[config.mk]
export PLATFORM = sky130hd
export DESIGN_NAME = vid_palette_ctl_flat
export DESIGN_NICKNAME = d
export VERILOG_FILES = /design/src/rtl/vid_palette_ctl_pkg.sv /design/src/rtl/vid_palette_ctl_if.sv /design/src/rtl/vid_palette_ldseq.sv /design/src/rtl/vid_palette_ctl.sv /design/src/flat_wrapper.sv
export SDC_FILE = /design/constraint.sdc
export NUM_CORES = 1
export LEC_CHECK = 0
export BUFFER_PORTS_ARGS = -buffer_cell sky130_fd_sc_hd__buf_4
export CORE_UTILIZATION = 38
export CTS_CLUSTER_SIZE = 14
export DETAILED_ROUTE_END_ITERATION = 7
export PLACE_DENSITY = 0.79
export SETUP_SLACK_MARGIN = 0.15
export SLEW_MARGIN = 40
export SYNTH_ARGS = -nofsm -noshare
export SYNTH_HDL_FRONTEND = slang
export SYNTH_HIERARCHICAL = 1
export SYNTH_SLANG_ARGS = --single-unit
[constraint.sdc]
create_clock -name clk -period 2 [get_ports clk]
set_input_delay 0.1 -clock clk [delete_from_list [all_inputs] [get_ports clk]]
set_output_delay 0.1 -clock clk [all_outputs]
set_load 0.05 [all_outputs]
[src/rtl/vid_palette_ctl_pkg.sv]
// Shared palette geometry and grant encoding for the palette controller slice.
package vid_palette_ctl_pkg;
  localparam int PAL_DEPTH = 512;
  localparam int PAL_AW    = 9;
  localparam int PAL_DW    = 32;
  localparam int PAL_CW    = 10;

  typedef logic [PAL_AW-1:0] pal_addr_t;
  typedef logic [PAL_DW-1:0] pal_data_t;
  typedef logic [PAL_CW-1:0] pal_cnt_t;

  typedef enum logic [1:0] {GNT_NONE, GNT_CPU, GNT_LD} gnt_e;
endpackage

[src/rtl/vid_palette_ctl_if.sv]
// CPU, loader config, stream and palette-memory signals of the palette controller.
interface vid_palette_ctl_if;
  import vid_palette_ctl_pkg::*;

  pal_addr_t cpu_addr;
  pal_data_t cpu_wdata;
  logic      cpu_wen;
  logic      cpu_ren;
  pal_data_t cpu_rdata;
  logic      cpu_ready;

  logic      ld_start;
  pal_addr_t ld_base;
  pal_cnt_t  ld_count;
  logic      ld_busy;
  logic      ld_done;

  logic      st_valid;
  pal_data_t st_data;
  logic      st_ready;

  pal_addr_t pm_addr;
  pal_data_t pm_din;
  logic      pm_wr;
  logic      pm_clken;
  pal_data_t pm_q;

  modport slave (
    input  cpu_addr, cpu_wdata, cpu_wen, cpu_ren, ld_start, ld_base, ld_count,
           st_valid, st_data, pm_q,
    output cpu_rdata, cpu_ready, ld_busy, ld_done, st_ready,
           pm_addr, pm_din, pm_wr, pm_clken
  );

  modport master (
    output cpu_addr, cpu_wdata, cpu_wen, cpu_ren, ld_start, ld_base, ld_count,
           st_valid, st_data, pm_q,
    input  cpu_rdata, cpu_ready, ld_busy, ld_done, st_ready,
           pm_addr, pm_din, pm_wr, pm_clken
  );
endinterface

[src/rtl/vid_palette_ldseq.sv]
// Loader sequencer: latches base/count, walks idx per accepted beat, flags busy/done.
module vid_palette_ldseq
  import vid_palette_ctl_pkg::*;
(
  input  logic      clk,
  input  logic      reset_n,
  input  logic      start,
  input  pal_addr_t base,
  input  pal_cnt_t  count,
  input  logic      beat,
  output logic      busy,
  output logic      done,
  output pal_addr_t wr_addr
);
  pal_addr_t base_q, base_d;
  pal_cnt_t  count_q, count_d, idx_q, idx_d;
  logic      busy_q, busy_d, done_q, done_d;

  always_comb begin
    base_d  = base_q;
    count_d = count_q;
    idx_d   = idx_q;
    busy_d  = busy_q;
    done_d  = 1'b0;
    if (!busy_q) begin
      if (start) begin
        // an empty load completes immediately without touching memory
        if (count != '0) begin
          base_d  = base;
          count_d = count;
          idx_d   = '0;
          busy_d  = 1'b1;
        end else begin
          done_d  = 1'b1;
        end
      end
    end else if (beat) begin
      idx_d = idx_q + pal_cnt_t'(1);
      if (idx_q == count_q - pal_cnt_t'(1)) begin
        busy_d = 1'b0;
        done_d = 1'b1;
      end
    end
  end

  always_ff @(posedge clk) begin
    if (!reset_n) begin
      base_q  <= '0;
      count_q <= '0;
      idx_q   <= '0;
      busy_q  <= 1'b0;
      done_q  <= 1'b0;
    end else begin
      base_q  <= base_d;
      count_q <= count_d;
      idx_q   <= idx_d;
      busy_q  <= busy_d;
      done_q  <= done_d;
    end
  end

  // 9-bit add wraps past the top of the palette
  assign wr_addr = base_q + idx_q[PAL_AW-1:0];
  assign busy    = busy_q;
  assign done    = done_q;
endmodule

[src/rtl/vid_palette_ctl.sv]
// Palette controller: shares one palette port between CPU accesses and the stream loader.
module vid_palette_ctl
  import vid_palette_ctl_pkg::*;
(
  input  logic              clk,
  input  logic              reset_n,
  vid_palette_ctl_if.slave  bus
);
  logic      cpu_pending;
  logic      outst_q, outst_d;
  logic      pref_q, pref_d;
  gnt_e      gnt;
  pal_addr_t ld_addr;

  assign cpu_pending  = (bus.cpu_wen | bus.cpu_ren) & ~outst_q;
  assign bus.st_ready = bus.ld_busy & ~(cpu_pending & pref_q);

  // st_ready already drops when the CPU has priority, so a beat implies the CPU yields
  always_comb begin
    gnt = GNT_NONE;
    if (reset_n) begin
      if (bus.st_valid & bus.st_ready) gnt = GNT_LD;
      else if (cpu_pending)            gnt = GNT_CPU;
    end
  end

  always_comb begin
    outst_d = (gnt == GNT_CPU);
    pref_d  = pref_q;
    if (gnt == GNT_LD)  pref_d = 1'b1;
    if (gnt == GNT_CPU) pref_d = 1'b0;
  end

  always_comb begin
    bus.pm_addr  = '0;
    bus.pm_din   = '0;
    bus.pm_wr    = 1'b0;
    bus.pm_clken = 1'b0;
    case (gnt)
      GNT_LD: begin
        bus.pm_addr  = ld_addr;
        bus.pm_din   = bus.st_data;
        bus.pm_wr    = 1'b1;
        bus.pm_clken = 1'b1;
      end
      GNT_CPU: begin
        bus.pm_addr  = bus.cpu_addr;
        bus.pm_din   = bus.cpu_wdata;
        bus.pm_wr    = bus.cpu_wen;
        bus.pm_clken = 1'b1;
      end
      default: ;
    endcase
  end

  always_ff @(posedge clk) begin
    if (!reset_n) begin
      outst_q <= 1'b0;
      pref_q  <= 1'b1;
    end else begin
      outst_q <= outst_d;
      pref_q  <= pref_d;
    end
  end

  // the outstanding flag is exactly the acknowledge cycle; pm_q holds the read then
  assign bus.cpu_ready = outst_q;
  assign bus.cpu_rdata = outst_q ? bus.pm_q : '0;

  vid_palette_ldseq u_ldseq (
    .clk     (clk),
    .reset_n (reset_n),
    .start   (bus.ld_start),
    .base    (bus.ld_base),
    .count   (bus.ld_count),
    .beat    (gnt == GNT_LD),
    .busy    (bus.ld_busy),
    .done    (bus.ld_done),
    .wr_addr (ld_addr)
  );
endmodule

[src/flat_wrapper.sv]
// flat-port wrapper written by rule: the top's interface ports become plain ports
module vid_palette_ctl_flat import vid_palette_ctl_pkg::*;
  (clk, reset_n, bus_cpu_addr, bus_cpu_wdata, bus_cpu_wen, bus_cpu_ren, bus_ld_start, bus_ld_base, bus_ld_count, bus_st_valid, bus_st_data, bus_pm_q, bus_cpu_rdata, bus_cpu_ready, bus_ld_busy, bus_ld_done, bus_st_ready, bus_pm_addr, bus_pm_din, bus_pm_wr, bus_pm_clken);
  vid_palette_ctl_if bus_i ();
  input  logic clk;
  input  logic reset_n;
  input wire logic [$bits(bus_i.cpu_addr)-1:0] bus_cpu_addr;
  input wire logic [$bits(bus_i.cpu_wdata)-1:0] bus_cpu_wdata;
  input wire logic [$bits(bus_i.cpu_wen)-1:0] bus_cpu_wen;
  input wire logic [$bits(bus_i.cpu_ren)-1:0] bus_cpu_ren;
  input wire logic [$bits(bus_i.ld_start)-1:0] bus_ld_start;
  input wire logic [$bits(bus_i.ld_base)-1:0] bus_ld_base;
  input wire logic [$bits(bus_i.ld_count)-1:0] bus_ld_count;
  input wire logic [$bits(bus_i.st_valid)-1:0] bus_st_valid;
  input wire logic [$bits(bus_i.st_data)-1:0] bus_st_data;
  input wire logic [$bits(bus_i.pm_q)-1:0] bus_pm_q;
  output wire logic [$bits(bus_i.cpu_rdata)-1:0] bus_cpu_rdata;
  output wire logic [$bits(bus_i.cpu_ready)-1:0] bus_cpu_ready;
  output wire logic [$bits(bus_i.ld_busy)-1:0] bus_ld_busy;
  output wire logic [$bits(bus_i.ld_done)-1:0] bus_ld_done;
  output wire logic [$bits(bus_i.st_ready)-1:0] bus_st_ready;
  output wire logic [$bits(bus_i.pm_addr)-1:0] bus_pm_addr;
  output wire logic [$bits(bus_i.pm_din)-1:0] bus_pm_din;
  output wire logic [$bits(bus_i.pm_wr)-1:0] bus_pm_wr;
  output wire logic [$bits(bus_i.pm_clken)-1:0] bus_pm_clken;
  assign bus_i.cpu_addr = bus_cpu_addr;
  assign bus_i.cpu_wdata = bus_cpu_wdata;
  assign bus_i.cpu_wen = bus_cpu_wen;
  assign bus_i.cpu_ren = bus_cpu_ren;
  assign bus_i.ld_start = bus_ld_start;
  assign bus_i.ld_base = bus_ld_base;
  assign bus_i.ld_count = bus_ld_count;
  assign bus_i.st_valid = bus_st_valid;
  assign bus_i.st_data = bus_st_data;
  assign bus_i.pm_q = bus_pm_q;
  assign bus_cpu_rdata = bus_i.cpu_rdata;
  assign bus_cpu_ready = bus_i.cpu_ready;
  assign bus_ld_busy = bus_i.ld_busy;
  assign bus_ld_done = bus_i.ld_done;
  assign bus_st_ready = bus_i.st_ready;
  assign bus_pm_addr = bus_i.pm_addr;
  assign bus_pm_din = bus_i.pm_din;
  assign bus_pm_wr = bus_i.pm_wr;
  assign bus_pm_clken = bus_i.pm_clken;
  vid_palette_ctl u_core (.clk(clk), .reset_n(reset_n), .bus(bus_i));
endmodule
==> metrics.txt, run 1 <==
slowest CP cell or4_4; worst hold path type in -> reg; Seq/Total Area, Yosys 21.65%; latest clock arrival within the worst-skew pair around 290 ps; clock slew at reported path FFs 70 ps; die area approximately 8400 µm²; largest net degree at the start of global routing 34; Max-Cap Viols 0; drt drc 0; power density cells around 420 nW/µm²; deepest clock path buffer count 2; Fin. Hold Viols 0; fin. max-slew vios 0; global-route wire length before repair about 21000 µm; Post-Layout Cell Count 733; post-detail-place hpwl roughly 9100 µm; status finished, violations left; post-synthesis average cell area just over 8 µm²; post-layout power around 2.7 mW; wire length reported by the detailed router 16160 µm; reg2reg setup slack -20 ps; Initial Util 39.49%; Iteration-0 DRC Markers between 200 and 250; CTS buffer count 5; delay-heaviest family, CP compound AO/OA/AOI/OAI gates; Fill cells 401; largest area contributor in the synthesized netlist dfxtp_1; antenna viol nets, final 0; CP max FO 3; Slew headroom between 70 and 80%; Std-Cell Rows 32; ANT cells 0; area of the multi-input gates between 2000 and 3000 µm²; CP cell instances ha_4, a21o_1, a21oi_2, o21ai_2, or4_4, o311ai_4, xnor2_2, a22oi_2, nor2_4, buf_8; Warnings, synthesis 6; Final setup viols between 40 and 50; EDFF count, synth 0; Syn Inst Count approximately 380; DRT Pass-1 Iters 4; FF+latch count, synth 33; Worst EP arrival roughly 2500 ps; share of layout cells above drive strength 1 66.09%; initial antenna violation count 0; RD Place Congestion 0.8963; top cell type's share of synthesized area ~22%; area added between synthesis and finish 110.5%; synth cell count leaders 59 x nor2_1, 49 x nand2_1, 39 x a22oi_2; Overflow after GRT 0; count leader, synth nor2_1; final worst path period need ~2600 ps; CP Launch Type register; Top-Level Pins between 200 and 250; DR WL/cell between 20 and 25 µm; GRT Overall Usage 32.85%; Vias 4110; crit share post-route 128.2%; RSZ-0062 raised after global routing true; DIE HEIGHT 91.62 µm; worst vdd ir about 600 µV; CTS tree yes; Top FF cell, synth dfxtp_1; core box area slightly below 8000 µm²; chip width ~92 µm; Crit path largest cell delay ~460 ps; CP endpoint kind output port; dpl cell area around 5200 µm²; LEAKAGE roughly 2.7 nW; actual slew at the worst max-slew pin around 350 ps; total clock sinks 33; Vias/cell roughly 5.6; top cells by area, synth dfxtp_1 22%, a22oi_2 16%, nor2_1 7.3%, and2_1 7.2%, nand2_1 6.0%; failing checks negative setup slack; final setup skew 11.85 ps; WP buf/inv 1; asr flop ratio synth 0%; Netlist cell types 51; Setup CP Type reg -> out; dpl cells roughly 700; CTS Root Cell clkbuf_8; synthesized area roughly 3000 µm²; fmax about 390 MHz; final instance area around 6400 µm²; post-synth net total 521; Register Area ~690 µm²; H-tree levels 2; PnR worst setup slack -563.3 ps; Req. time, crit path around 1900 ps; vias in the first global route 4014; IO buf count around 210; Final nets 774
-- state kept, by name, summed over array words and instances (netlist names) --
name,count
u_core/u_ldseq/done,1
u_core/bus.cpu_ready,1
u_core/u_ldseq/busy,1
u_core/u_ldseq/base_q,9
u_core/pref_q,1
u_core/u_ldseq/count_q,10
u_core/u_ldseq/idx_q,10
-- cell type report --
class,instances,share of cell area [%]
sequential,33,10.73
tap,102,1.986
clock buffer,8,1.733
timing repair buffer,271,42.82
inverter,10,0.6426
multi-input combinational,309,42.08
-- what timing repair did --
action | 4_1_cts | 5_1_grt
gates cloned | 14 | 1
buffers inserted | 15 | 7
hold buffers | 0 | 0
gates resized for setup | 96 | 28
endpoints found under the hold margin | 0 | 0
pin swaps | 60 | 24
setup endpoints to repair | 48 | 52
-- metal layers --
metal	track usage [%]	vias to the layer above	part of all wire, %
met5	0	-	0
met4	15.48	0	5.9
met3	8.292	78	7.5
met2	61.15	265	53
met1	34.23	1943	34
li1	-	1824	-
-- worst register-to-register path, delay by kind of cell, from the launching register on --
kind / cells / cell delay [ps]
compound gates: 3 / 640
fa+ha+maj: 1 / 220
buf+inv: 1 / 150
flops: 1 / 340
simple gates: 2 / 570
-- path summary, 6_finish.rpt --
kind / startpoint / to / cells past startpoint
min reg2reg: u_core/u_ldseq/base_q[3] / u_core/u_ldseq/base_q[3] / 2
max reg2reg: u_core/bus.cpu_ready / u_core/u_ldseq/busy / 7
min: bus_ld_base[0] / u_core/u_ldseq/base_q[0] / 3
max: u_core/u_ldseq/base_q[1] / bus_pm_addr[7] / 10
-- per-stage QoR --
stage	TNS, ps	utilization, %	hold slack [ps]	setup WS (ps)
final	-4725	83.14	67.24	-563.3
after global routing	-7536	83.14	63.14	-630.4
after detailed placement	-709.5	67.10	339.1	-262.0
after floorplan	-244.4	-	180.0	-100.4
after CTS	-2311	80.05	45.22	-491.8
after global placement	-476.5	67.10	332.1	-190.0
-- where the power goes --
| part | leakage [nW] | internal, mW | total, mW | switching, mW |
|---|---|---|---|---|
| clock network | 0.0566 | 0.356 | 0.606 | 0.250 |
| registers | 0.275 | 0.680 | 0.710 | 0.0293 |
| logic | 2.39 | 0.671 | 1.40 | 0.733 |
| total | 2.72 | 1.71 | 2.72 | 1.01 |
-- logic make-up (layout without fill, tap and decap cells) --
logic type,Yosys count,in the layout,synth area share (%)
DFF,33,33,21.65
buffers and inverters,35,289,8.118
and+or+nand+nor,174,174,27.10
adders and majority gates,14,14,5.986
xor gates and xnor gates,25,25,7.175
AOI/OAI and AO/OA,96,96,29.97
-- placed cells by master, fill, tap and decap left out, types with 4 or more instances in the layout --
| cell type | Yosys | routed |
|---|---|---|
| a22oi_2 | 39 | 41 |
| a21oi_1 | 8 | 4 |
| buf_8 | 0 | 15 |
| nor2_1 | 59 | 17 |
| and2_1 | 35 | 35 |
| nand3_1 | 8 | 5 |
| dfxtp_1 | 33 | 22 |
| xor2_1 | 12 | 12 |
| nor3_1 | 5 | 5 |
| inv_1 | 10 | 6 |
| dfxtp_2 | 0 | 5 |
| xnor2_2 | 0 | 4 |
| nor2_4 | 0 | 41 |
| a21boi_0 | 22 | 20 |
| buf_6 | 5 | 33 |
| buf_16 | 0 | 15 |
| ha_1 | 13 | 8 |
| nand2_1 | 49 | 46 |
| xnor2_1 | 13 | 9 |
| buf_12 | 4 | 11 |
| dfxtp_4 | 0 | 6 |
| clkbuf_8 | 0 | 6 |
| buf_4 | 1 | 195 |
| ha_4 | 0 | 5 |
No activity file was read; power rests on OpenSTA's default activity.
==> inputs of run 2 (changes only) <==
- CELL_PAD_IN_SITES_DETAIL_PLACEMENT: unset -> 0
- CELL_PAD_IN_SITES_GLOBAL_PLACEMENT: unset -> 1
- CORE_UTILIZATION: 38 -> 26
- PLACE_DENSITY: 0.79 -> 0.8
==> run 2 against run 1 <==
Compared with the run above: the run still ends with negative setup slack left; largest power group unchanged; sequential power about the same; worst hold slack gained 12 ps; non-clock buffer count fell by 3; global-route usage decreased by 14 points; cell area shrank 0.18%; sequential share of layout area down 0.059 points.
==> metrics.txt, run 2 (synthesis results as in run 1) <==
die area 12170 µm² (was 8393 µm²); Routed met3 length 765 µm (was 1208 µm); LEAKAGE 2.675 nW (was 2.722 nW); final setup skew 3.181 ps (was 11.85 ps); CTS buffer count 5 (unchanged); Req. time, crit path 1900 ps (about the same); fin. max-slew vios 0 (unchanged); status finished, violations left (unchanged); worst vdd ir 293.8 µV (was 598.2 µV); CP max FO 3 (unchanged); drt drc 0 (unchanged); share of layout cells above drive strength 1 66.24% (was 66.09%); final instance area 6414 µm² (was 6425 µm²); ANT cells 0 (unchanged); RD Place Congestion 0.7698 (was 0.8963); DRT Pass-1 Iters 4 (unchanged); Hold Worst Slack 78.88 ps (was 67.24 ps); Worst EP arrival 2370 ps (was 2460 ps); post-detail-place hpwl 8621 µm (was 9096 µm); power density cells 433.2 nW/µm² (was 423.1 nW/µm²); CP cell instances ha_4, a21o_1, a21oi_2, o21ai_2, or4_4, o311ai_4, xnor2_2, a22oi_2, nor2_4, buf_8 (unchanged); Std-Cell Rows 39 (was 32); clock slew at reported path FFs 60 ps (was 70 ps); CTS tree yes (unchanged); Fin. Hold Viols 0 (unchanged); Final nets 771 (was 774); DR WL/cell 15.88 µm (was 22.05 µm); area of the multi-input gates 2698 µm² (was 2704 µm²); most common cell after layout, fill and taps aside buf_4 (unchanged); Vias 3663 (was 4110); CTS Root Cell clkbuf_16 (was clkbuf_8); slowest CP cell or4_4 (unchanged); post-layout power 2.779 mW (was 2.719 mW); metal1 wirelength 4379 µm (was 5436 µm); most frequent cells in the layout 190 x buf_4, 46 x nand2_1, 41 x buf_6, 41 x a22oi_2, 40 x nor2_4 (was 195 x buf_4, 46 x nand2_1, 41 x a22oi_2, 41 x nor2_4, 35 x and2_1); IO buf count 208 (unchanged); Final setup viols 36 (was 43); deepest clock path buffer count 2 (unchanged); wire length reported by the detailed router 12250 µm (was 16160 µm); DIE HEIGHT 110.3 µm (was 91.62 µm); largest net degree at the start of global routing 34 (unchanged); Initial Util 26.73% (was 39.49%); metal2 WL 6937 µm (was 8561 µm); Setup CP Type reg -> out (unchanged); CP Launch Type register (unchanged); total clock sinks 33 (unchanged); Iteration-0 DRC Markers 105 (was 240); actual slew at the worst max-slew pin 370.2 ps (was 345.9 ps); final worst path period need 2467 ps (was 2563 ps); worst hold path type in -> reg (unchanged); antenna viol nets, final 0 (unchanged); RSZ-0062 raised after global routing true (unchanged); Register Area 684.4 µm² (was 689.4 µm²); area added between synthesis and finish 110.2% (was 110.5%); core box area 11420 µm² (was 7727 µm²); largest registers u_core/u_ldseq/count_q (10), u_core/u_ldseq/idx_q (10), u_core/u_ldseq/base_q (9) (unchanged); PnR worst setup slack -467.4 ps (was -563.3 ps); latest clock arrival within the worst-skew pair 280 ps (was 290 ps); Max-Cap Viols 0 (unchanged); chip width 110.3 µm (was 91.62 µm); Top-Level Pins 209 (unchanged); GRT Overall Usage 18.87% (was 32.85%); fmax 405.3 MHz (was 390.1 MHz); Crit path largest cell delay 490 ps (was 460 ps); initial antenna violation count 0 (unchanged); Highest Signal Layer met4 (unchanged); Slew headroom 75.20% (was 76.78%); global-route wire length before repair 17750 µm (was 21260 µm); vias in the first global route 3554 (was 4014); failing checks negative setup slack (unchanged); CP endpoint kind output port (unchanged); crit share post-route 123.4% (was 128.2%); Fill cells 968 (was 401); dpl cell area 5271 µm² (was 5185 µm²); Vias/cell 4.751 (was 5.607); Overflow after GRT 0 (unchanged); H-tree levels 2 (unchanged)
run 2: changes by cell type in the layout (fill, tap and decap cells not counted), moves of 3 or more:
cell / change
buf_6: +8
clkbuf_8: -6
buf_4: -5
clkbuf_16: +4
xnor2_2: -3
run 2: critical path: cells and delay by family, from the launching register on:
kind                     cells  cell delay (ps)
flip-flops                   1              360
AND/OR/NAND/NOR              2              540
AO/OA/AOI/OAI                5              720
adder cells (fa/ha/maj)      1              220
XOR/XNOR                     1              110
buffers and inverters        1              150
run 2: final timing paths:
path                              from                   endpoint  slack [ps]  cells after the start
min reg2reg   u_core/u_ldseq/base_q[4]   u_core/u_ldseq/base_q[4]         470                      2
min                    bus_ld_count[0]  u_core/u_ldseq/count_q[0]          80                      3
max reg2reg  u_core/u_ldseq/count_q[5]        u_core/u_ldseq/busy         -10                      6
max           u_core/u_ldseq/base_q[1]             bus_pm_addr[7]        -470                     10
run 2: final cells by class:
class,count,area share (%)
multi-input combinational,309,42.06
timing repair buffer,268,41.57
sequential,33,10.67
tap,143,2.790
clock buffer,5,1.951
inverter,10,0.6438
clock inverter,3,0.3121
run 2: routing by layer:
layer	up-vias	track usage, %
li1	1822	-
met1	1711	19.26
met2	115	39.49
met3	15	3.233
met4	0	3.102
met5	-	0
run 2: repair_timing:
action | CTS | global route
cloned | 12 | 1
buffers inserted | 14 | 4
resized for setup | 101 | 29
pin swaps | 57 | 30
setup endpoints to repair | 50 | 54
hold buffers | 0 | 0
run 2: metrics by stage:
stage                     worst slack (ps)  cells  utilization, %  TNS (ps)
after global placement              -234.5    732           46.16    -566.9
final                               -467.4    771           56.17     -1733
after floorplan                     -100.4    377               -    -244.4
after global routing                -539.5    771           56.17     -5008
after detailed placement            -250.2    732           46.16    -640.6
after CTS                           -430.1    766           54.66     -1597
run 2: where the power goes:
part / total, mW / leakage, nW / internal [mW] / switching [mW]
Clock: 0.766 / 0.0707 / 0.462 / 0.303
Combinational: 1.30 / 2.33 / 0.633 / 0.671
Sequential: 0.709 / 0.274 / 0.682 / 0.0267
